===== src/rtl/slot_spin_generator_if.sv =====
// Bus between the slot-machine control FSM (master) and the spin generator (slave).
interface slot_spin_if;
  logic        start;
  logic        stop;
  logic        clear;
  logic [11:0] reel_live;
  logic [11:0] spin_number;
  logic [1:0]  reels_stopped;
  logic        busy;
  logic        spin_valid;
  logic        done;

  modport master (
    output start, stop, clear,
    input  reel_live, spin_number, reels_stopped, busy, spin_valid, done
  );

  modport slave (
    input  start, stop, clear,
    output reel_live, spin_number, reels_stopped, busy, spin_valid, done
  );
endinterface


===== src/rtl/slot_spin_generator.sv =====
// Three-reel spin generator: LFSR-seeded rolling reels frozen one by one by spacebar presses.
// Optional SPIN_DEBOUNCE_EN adds a DEBOUNCE_CYCLES stability window on the synchronised stop.
module slot_spin_generator #(
  parameter int unsigned REEL_SYMBOLS    = 10,
  parameter int unsigned ROLL_DIV        = 2500000,
  parameter logic [15:0] LFSR_SEED       = 16'hACE1,
  parameter int unsigned DEBOUNCE_CYCLES = 500000
) (
  input logic        CLOCK_50,
  input logic        resetn,
  slot_spin_if.slave bus
);

  localparam int unsigned DIV_W     = $clog2(ROLL_DIV);
  localparam logic [15:0] LFSR_TAPS = 16'hB400;

  typedef enum logic [1:0] {IDLE, SPIN, DONE} state_e;
  typedef logic [3:0] reel_t;

  if (REEL_SYMBOLS < 8 || REEL_SYMBOLS > 16) begin : g_bad_symbols
    $error("slot_spin_generator: REEL_SYMBOLS must be 8..16");
  end
  if (ROLL_DIV < 2) begin : g_bad_div
    $error("slot_spin_generator: ROLL_DIV must be at least 2");
  end
  if (LFSR_SEED == 16'h0000 || DEBOUNCE_CYCLES < 1) begin : g_bad_seed
    $error("slot_spin_generator: LFSR_SEED must be nonzero and DEBOUNCE_CYCLES positive");
  end

  function automatic logic [15:0] lfsr_step(input logic [15:0] v);
    lfsr_step = v[0] ? ((v >> 1) ^ LFSR_TAPS) : (v >> 1);
  endfunction

  // Folds a raw LFSR nibble into the legal symbol range.
  function automatic reel_t fold(input reel_t n);
    fold = (int'(n) >= int'(REEL_SYMBOLS)) ? n - reel_t'(REEL_SYMBOLS) : n;
  endfunction

  function automatic reel_t reel_step(input reel_t r);
    reel_step = (r == reel_t'(REEL_SYMBOLS - 1)) ? '0 : r + 1'b1;
  endfunction

  state_e                 state_q, state_d;
  logic [15:0]            lfsr_q, lfsr_d;
  logic [2:0][3:0]        reel_q, reel_d;
  logic [DIV_W-1:0]       div_q, div_d;
  logic [1:0]             stopped_q, stopped_d;
  logic [11:0]            spin_number_q, spin_number_d;
  logic                   done_q, done_d;
  logic                   stop_meta_q, stop_sync_q;
  logic                   stop_edge;
  logic                   terminal;

  always_ff @(posedge CLOCK_50 or negedge resetn) begin
    if (!resetn) begin
      stop_meta_q <= 1'b0;
      stop_sync_q <= 1'b0;
    end else begin
      stop_meta_q <= bus.stop;
      stop_sync_q <= stop_meta_q;
    end
  end

`ifdef SPIN_DEBOUNCE_EN
  localparam int unsigned DEB_W = $clog2(DEBOUNCE_CYCLES + 1);

  logic [DEB_W-1:0] deb_cnt_q, deb_cnt_d;
  logic             deb_q, deb_d;
  logic             deb_prev_q;

  // The debounced level only follows after DEBOUNCE_CYCLES consecutive disagreeing samples.
  always_comb begin
    deb_d     = deb_q;
    deb_cnt_d = '0;
    if (stop_sync_q != deb_q) begin
      if (deb_cnt_q == DEB_W'(DEBOUNCE_CYCLES - 1)) deb_d = stop_sync_q;
      else                                           deb_cnt_d = deb_cnt_q + 1'b1;
    end
  end

  always_ff @(posedge CLOCK_50 or negedge resetn) begin
    if (!resetn) begin
      deb_q      <= 1'b0;
      deb_cnt_q  <= '0;
      deb_prev_q <= 1'b0;
    end else begin
      deb_q      <= deb_d;
      deb_cnt_q  <= deb_cnt_d;
      deb_prev_q <= deb_q;
    end
  end

  assign stop_edge = deb_q & ~deb_prev_q;
`else
  logic stop_prev_q;

  always_ff @(posedge CLOCK_50 or negedge resetn) begin
    if (!resetn) stop_prev_q <= 1'b0;
    else         stop_prev_q <= stop_sync_q;
  end

  // Requiring the first stage high too rejects presses shorter than two cycles.
  assign stop_edge = stop_sync_q & stop_meta_q & ~stop_prev_q;
`endif

  always_comb begin
    // NOTE: every signal written here gets a default first, so no latch can be inferred.
    state_d       = state_q;
    lfsr_d        = lfsr_step(lfsr_q);
    reel_d        = reel_q;
    div_d         = div_q;
    stopped_d     = stopped_q;
    spin_number_d = spin_number_q;
    done_d        = 1'b0;
    terminal      = (div_q == DIV_W'(ROLL_DIV - 1));

    if (bus.clear) begin
      state_d       = IDLE;
      reel_d        = '0;
      div_d         = '0;
      stopped_d     = '0;
      spin_number_d = '0;
    end else begin
      unique case (state_q)
        IDLE, DONE: begin
          if (bus.start) begin
            state_d   = SPIN;
            div_d     = '0;
            stopped_d = '0;
            for (int i = 0; i < 3; i++) reel_d[i] = fold(lfsr_q[4*i +: 4]);
          end
        end
        SPIN: begin
          div_d = terminal ? '0 : div_q + 1'b1;
          // A reel being frozen on a terminal count keeps its pre-step value.
          for (int i = 0; i < 3; i++) begin
            if (terminal && (i >= int'(stopped_q)) && !(stop_edge && (i == int'(stopped_q))))
              reel_d[i] = reel_step(reel_q[i]);
          end
          if (stop_edge) begin
            stopped_d = stopped_q + 1'b1;
            if (stopped_q == 2'd2) begin
              state_d       = DONE;
              spin_number_d = reel_q;
              done_d        = 1'b1;
            end
          end
        end
        default: state_d = IDLE;
      endcase
    end
  end

  always_ff @(posedge CLOCK_50 or negedge resetn) begin
    if (!resetn) begin
      state_q       <= IDLE;
      lfsr_q        <= LFSR_SEED;
      reel_q        <= '0;
      div_q         <= '0;
      stopped_q     <= '0;
      spin_number_q <= '0;
      done_q        <= 1'b0;
    end else begin
      // NOTE: non-blocking assignments keep every register updating from pre-edge values.
      state_q       <= state_d;
      lfsr_q        <= lfsr_d;
      reel_q        <= reel_d;
      div_q         <= div_d;
      stopped_q     <= stopped_d;
      spin_number_q <= spin_number_d;
      done_q        <= done_d;
    end
  end

  assign bus.reel_live     = reel_q;
  assign bus.spin_number   = spin_number_q;
  assign bus.reels_stopped = stopped_q;
  assign bus.busy          = (state_q == SPIN);
  assign bus.spin_valid    = (state_q == DONE);
  assign bus.done          = done_q;

endmodule


===== src/flat_wrapper.sv =====
// flat-port wrapper written by rule: the top's interface ports become plain ports
module slot_spin_generator_flat 
#(
  parameter int unsigned REEL_SYMBOLS    = 10,
  parameter int unsigned ROLL_DIV        = 2500000,
  parameter logic [15:0] LFSR_SEED       = 16'hACE1,
  parameter int unsigned DEBOUNCE_CYCLES = 500000
)
  (CLOCK_50, resetn, bus_start, bus_stop, bus_clear, bus_reel_live, bus_spin_number, bus_reels_stopped, bus_busy, bus_spin_valid, bus_done);
  slot_spin_if bus_i ();
  input logic CLOCK_50;
  input logic resetn;
  input wire logic [$bits(bus_i.start)-1:0] bus_start;
  input wire logic [$bits(bus_i.stop)-1:0] bus_stop;
  input wire logic [$bits(bus_i.clear)-1:0] bus_clear;
  output wire logic [$bits(bus_i.reel_live)-1:0] bus_reel_live;
  output wire logic [$bits(bus_i.spin_number)-1:0] bus_spin_number;
  output wire logic [$bits(bus_i.reels_stopped)-1:0] bus_reels_stopped;
  output wire logic [$bits(bus_i.busy)-1:0] bus_busy;
  output wire logic [$bits(bus_i.spin_valid)-1:0] bus_spin_valid;
  output wire logic [$bits(bus_i.done)-1:0] bus_done;
  assign bus_i.start = bus_start;
  assign bus_i.stop = bus_stop;
  assign bus_i.clear = bus_clear;
  assign bus_reel_live = bus_i.reel_live;
  assign bus_spin_number = bus_i.spin_number;
  assign bus_reels_stopped = bus_i.reels_stopped;
  assign bus_busy = bus_i.busy;
  assign bus_spin_valid = bus_i.spin_valid;
  assign bus_done = bus_i.done;
  slot_spin_generator #(.REEL_SYMBOLS(REEL_SYMBOLS), .ROLL_DIV(ROLL_DIV), .LFSR_SEED(LFSR_SEED), .DEBOUNCE_CYCLES(DEBOUNCE_CYCLES)) u_core (.CLOCK_50(CLOCK_50), .resetn(resetn), .bus(bus_i));
endmodule

===== config.mk =====
export PLATFORM = sky130hd
export DESIGN_NAME = slot_spin_generator_flat
export DESIGN_NICKNAME = d
export VERILOG_FILES = /design/src/rtl/slot_spin_generator_if.sv /design/src/rtl/slot_spin_generator.sv /design/src/flat_wrapper.sv
export SDC_FILE = /design/constraint.sdc
export NUM_CORES = 1
export LEC_CHECK = 0
export CORE_ASPECT_RATIO = 1.25
export CORE_MARGIN = 4
export CORE_UTILIZATION = 50
export CTS_CLUSTER_SIZE = 12
export DETAILED_ROUTE_END_ITERATION = 10
export GPL_ROUTABILITY_DRIVEN = 0
export PLACE_DENSITY = 0.82
export SYNTH_ARGS = -nofsm -noshare
export SYNTH_HDL_FRONTEND = slang
export SYNTH_SLANG_ARGS = --single-unit

===== constraint.sdc =====
create_clock -name CLOCK_50 -period 2 [get_ports CLOCK_50]
set_clock_uncertainty 0.1 [all_clocks]
set_input_delay 0.3 -clock CLOCK_50 [delete_from_list [all_inputs] [get_ports CLOCK_50]]
set_output_delay 0.3 -clock CLOCK_50 [all_outputs]
set_load 0.02 [all_outputs]

==> results by group <==
Outcome
  • Status: finished with violations
  • Failing checks: setup timing

Clock tree
  • CTS Buffer Depth: 2
  • Total CTS buffers: 9
  • CTS tree: built
  • Root Buffer: clkbuf_8
  • CTS sink cnt: 70
  • H-tree depth: 3
  • Reg clk slew, reported paths: about 0.080 ns
  • Clock Latency Late Sink: 0.36 ns

Timing
  • Slew headroom: 0.554
  • Max Slew Vio Count: 0
  • Period utilization: 1.09
  • Period minus WS final: 2.18 ns
  • RSZ-0062 raised after global routing: true
  • Hold WS: 0.265 ns
  • Max Freq: 458 MHz
  • Setup ws final: -0.182 ns
  • Setup violators final: 11
  • Slew of the pin with the lowest slew margin: 0.666 ns
  • Final hold viol count: 0

Floorplanning
  • I/O pins: 34
  • Die Span X: 83.9 um
  • Die H: slightly above 100 um
  • Initial Util: 0.516
  • Core area: 6980 um2
  • # rows: 34
  • Full die area: approximately 8600 um2

Global route
  • First-pass GRT wire length: 15300 um
  • Grt ovf: 0
  • Vias in the first global route: 3223
  • Initial antenna violation count: 0
  • Gr usage total: 0.222
  • Largest net degree at the start of global routing: 28

Synth
  • Mean Syn Cell Area: a little over 10 um2
  • Seq/Total Area, Yosys: 0.489
  • Async S/R FF share, synth: 1.00
  • Synthesized flop and latch total: 70
  • Ys Warns: 0
  • Synth Instances: 355
  • Prevailing post-synth register cell: dfrtp_1
  • Post-Syn Nets: between 300 and 400
  • Yosys cell types: 59
  • EDFF count, synth: 0
  • Mapped Area: 3600 um2

Placed design
  • Port bufs: 33
  • Place WS: -0.245 ns
  • Final HPWL DP: ~6400 um
  • Post-Place Cells: 510

Critical path
  • Setup crit start kind: flip-flop
  • CP Buf/Inv Count: 1
  • Crit-path cells: or4_4 -> nor4_4 -> nand4_1 -> buf_4 -> a311oi_2 -> o2bb2ai_1
  • FF-to-FF Start: u_core.div_q[6]
  • Crit path from: u_core.div_q[6]
  • WP data required: 2.14 ns
  • Arrival time at the worst endpoint: ~2.3 ns
  • Critical path peak fanout: 3
  • Delay-heaviest family, CP: simple AND/OR/NAND/NOR gates
  • Slowest-stage cell, CP: or4_4
  • CP Capture Type: flip-flop
  • WS Path Type: reg -> reg
  • Max incr delay on CP: 0.57 ns

Power
  • Power Total: 3.00 mW
  • Pleak: 2.10 nW
  • Pwr/cell area: between 600 and 700 nW/um2
  • Peak VDD IR: 0.000476 V

Min path
  • Hold path start: u_core.lfsr_q[12]
  • Worst hold path class: reg -> reg

Detailed routing
  • Via count: roughly 3300
  • Vias/cell: 6.20
  • Initial DRC Count: 205
  • Remaining DRCs: 0
  • Antenna-violating nets left: 0
  • Wire per inst: 17.5 um
  • Total Routed Length: 9380 um
  • Pre-antenna DRT Iters: 5

Layout
  • # diodes: 0
  • Layout cell share with drive strength beyond 1: 0.279
  • Final Util: 0.684
  • Area Growth Syn to Fin: 32.5%
  • Final Instance Count excl. Fillers: 535
  • Layout Nets: ~460

Job
  • Max-Cap Viols: 0
## cell usage in the layout (no fill, tap or decap), types with 4 or more instances in the layout
cell type,Yosys,routed
dfrtp_1,62,60
buf_4,0,54
clkdlybuf4s50_1,0,30
a21oi_1,23,23
nor2_1,22,22
nand2_1,21,19
a31oi_1,21,19
nand3_1,19,18
inv_1,13,13
a22o_1,13,13
ha_1,14,13
o21ai_0,11,11
clkbuf_8,0,11
nor3_1,10,10
dfstp_2,8,8
nand4_1,7,7
nand2b_1,6,5
a41oi_1,4,4
mux2i_1,5,4
or2_2,4,4
a211o_1,4,4
## routing by layer
metal  wire length [um]  share of wire  GRT usage  vias to the layer above
li1                   -              -          -                     1502
met1               3670           0.39      0.261                     1608
met2               4770           0.51      0.384                      174
met3                580          0.062     0.0464                       35
met4                361          0.038      0.124                        0
met5                  0              0          0                        -
## state kept, by name, summed over array words and instances, names as in the netlist
| register | flops |
|---|---|
| u_core.bus.done | 1 |
| u_core.bus.reel_live | 12 |
| u_core.bus.reels_stopped | 2 |
| u_core.bus.spin_number | 12 |
| u_core.div_q | 22 |
| u_core.lfsr_q | 16 |
| u_core.state_q | 2 |
| u_core.stop_meta_q | 1 |
| u_core.stop_prev_q | 1 |
| u_core.stop_sync_q | 1 |
## per-stage QoR
step           TNS, ns  cell area (um2)
6_report         -1.09             4770
3_3_place_gp     -6.34             4410
3_5_place_dp     -7.81             4410
2_1_floorplan   -0.111             3640
5_1_grt          -1.80             4770
4_1_cts         -0.891             4670
## cell families after synthesis
family / synth area share
DFF: 0.489
xor gates and xnor gates: 0.00730
muxes: 0.0295
buffers and inverters: 0.0337
adders and majority gates: 0.0486
AOI/OAI and AO/OA: 0.197
and+or+nand+nor: 0.195
## what timing repair did
action / 4_1_cts / 5_1_grt
hold endpoints to repair: 18 / 0
pin swaps: 3 / 8
hold buffers: 1 / 0
setup endpoints to repair: 21 / 25
gates resized for setup: 10 / 10
buffers inserted: 1 / 7
## Yosys cell counts (all sizes together) (8+ instances only)
library cell  instances  area share
a21oi                24       0.034
a22o                 13       0.032
a31oi                21       0.036
clkbuf               14       0.015
dfrtp                62        0.43
dfstp                 8       0.058
ha                   14       0.049
inv                  14       0.015
nand2                21       0.022
nand3                20       0.029
nor2                 22       0.023
nor3                 10       0.014
o21ai                11       0.015
## final cells by class
cell class / count / area (um2)
fillers: 511 / 2210
multi-input cells: 254 / 1830
flip-flops and latches: 70 / 1760
repair buffers: 91 / 798
clock buffers: 11 / 151
well taps: 90 / 113
clock inverters: 5 / 56.3
inverters: 14 / 55.1
## final timing paths
| kind | to | depth (start not counted) | slack (ns) |
|---|---|---|---|
| max in group asynchronous | u_core.lfsr_q[6] | 3 | 0.77 |
| min in group asynchronous | u_core.div_q[8] | 2 | 0.38 |
| worst min-delay path | u_core.lfsr_q[11] | 0 | 0.26 |
| worst min register to register | u_core.lfsr_q[11] | 0 | 0.26 |
| worst max register to register | u_core.bus.reel_live[11] | 6 | -0.18 |
| worst max-delay path | u_core.bus.reel_live[11] | 6 | -0.18 |
## power by group
group	switching, mW	internal, mW	leakage (nW)
Clock	0.545	0.643	0.106
Combinational	0.189	0.149	1.07
Sequential	0.0386	1.44	0.928
No activity file was read; power rests on OpenSTA's default activity.
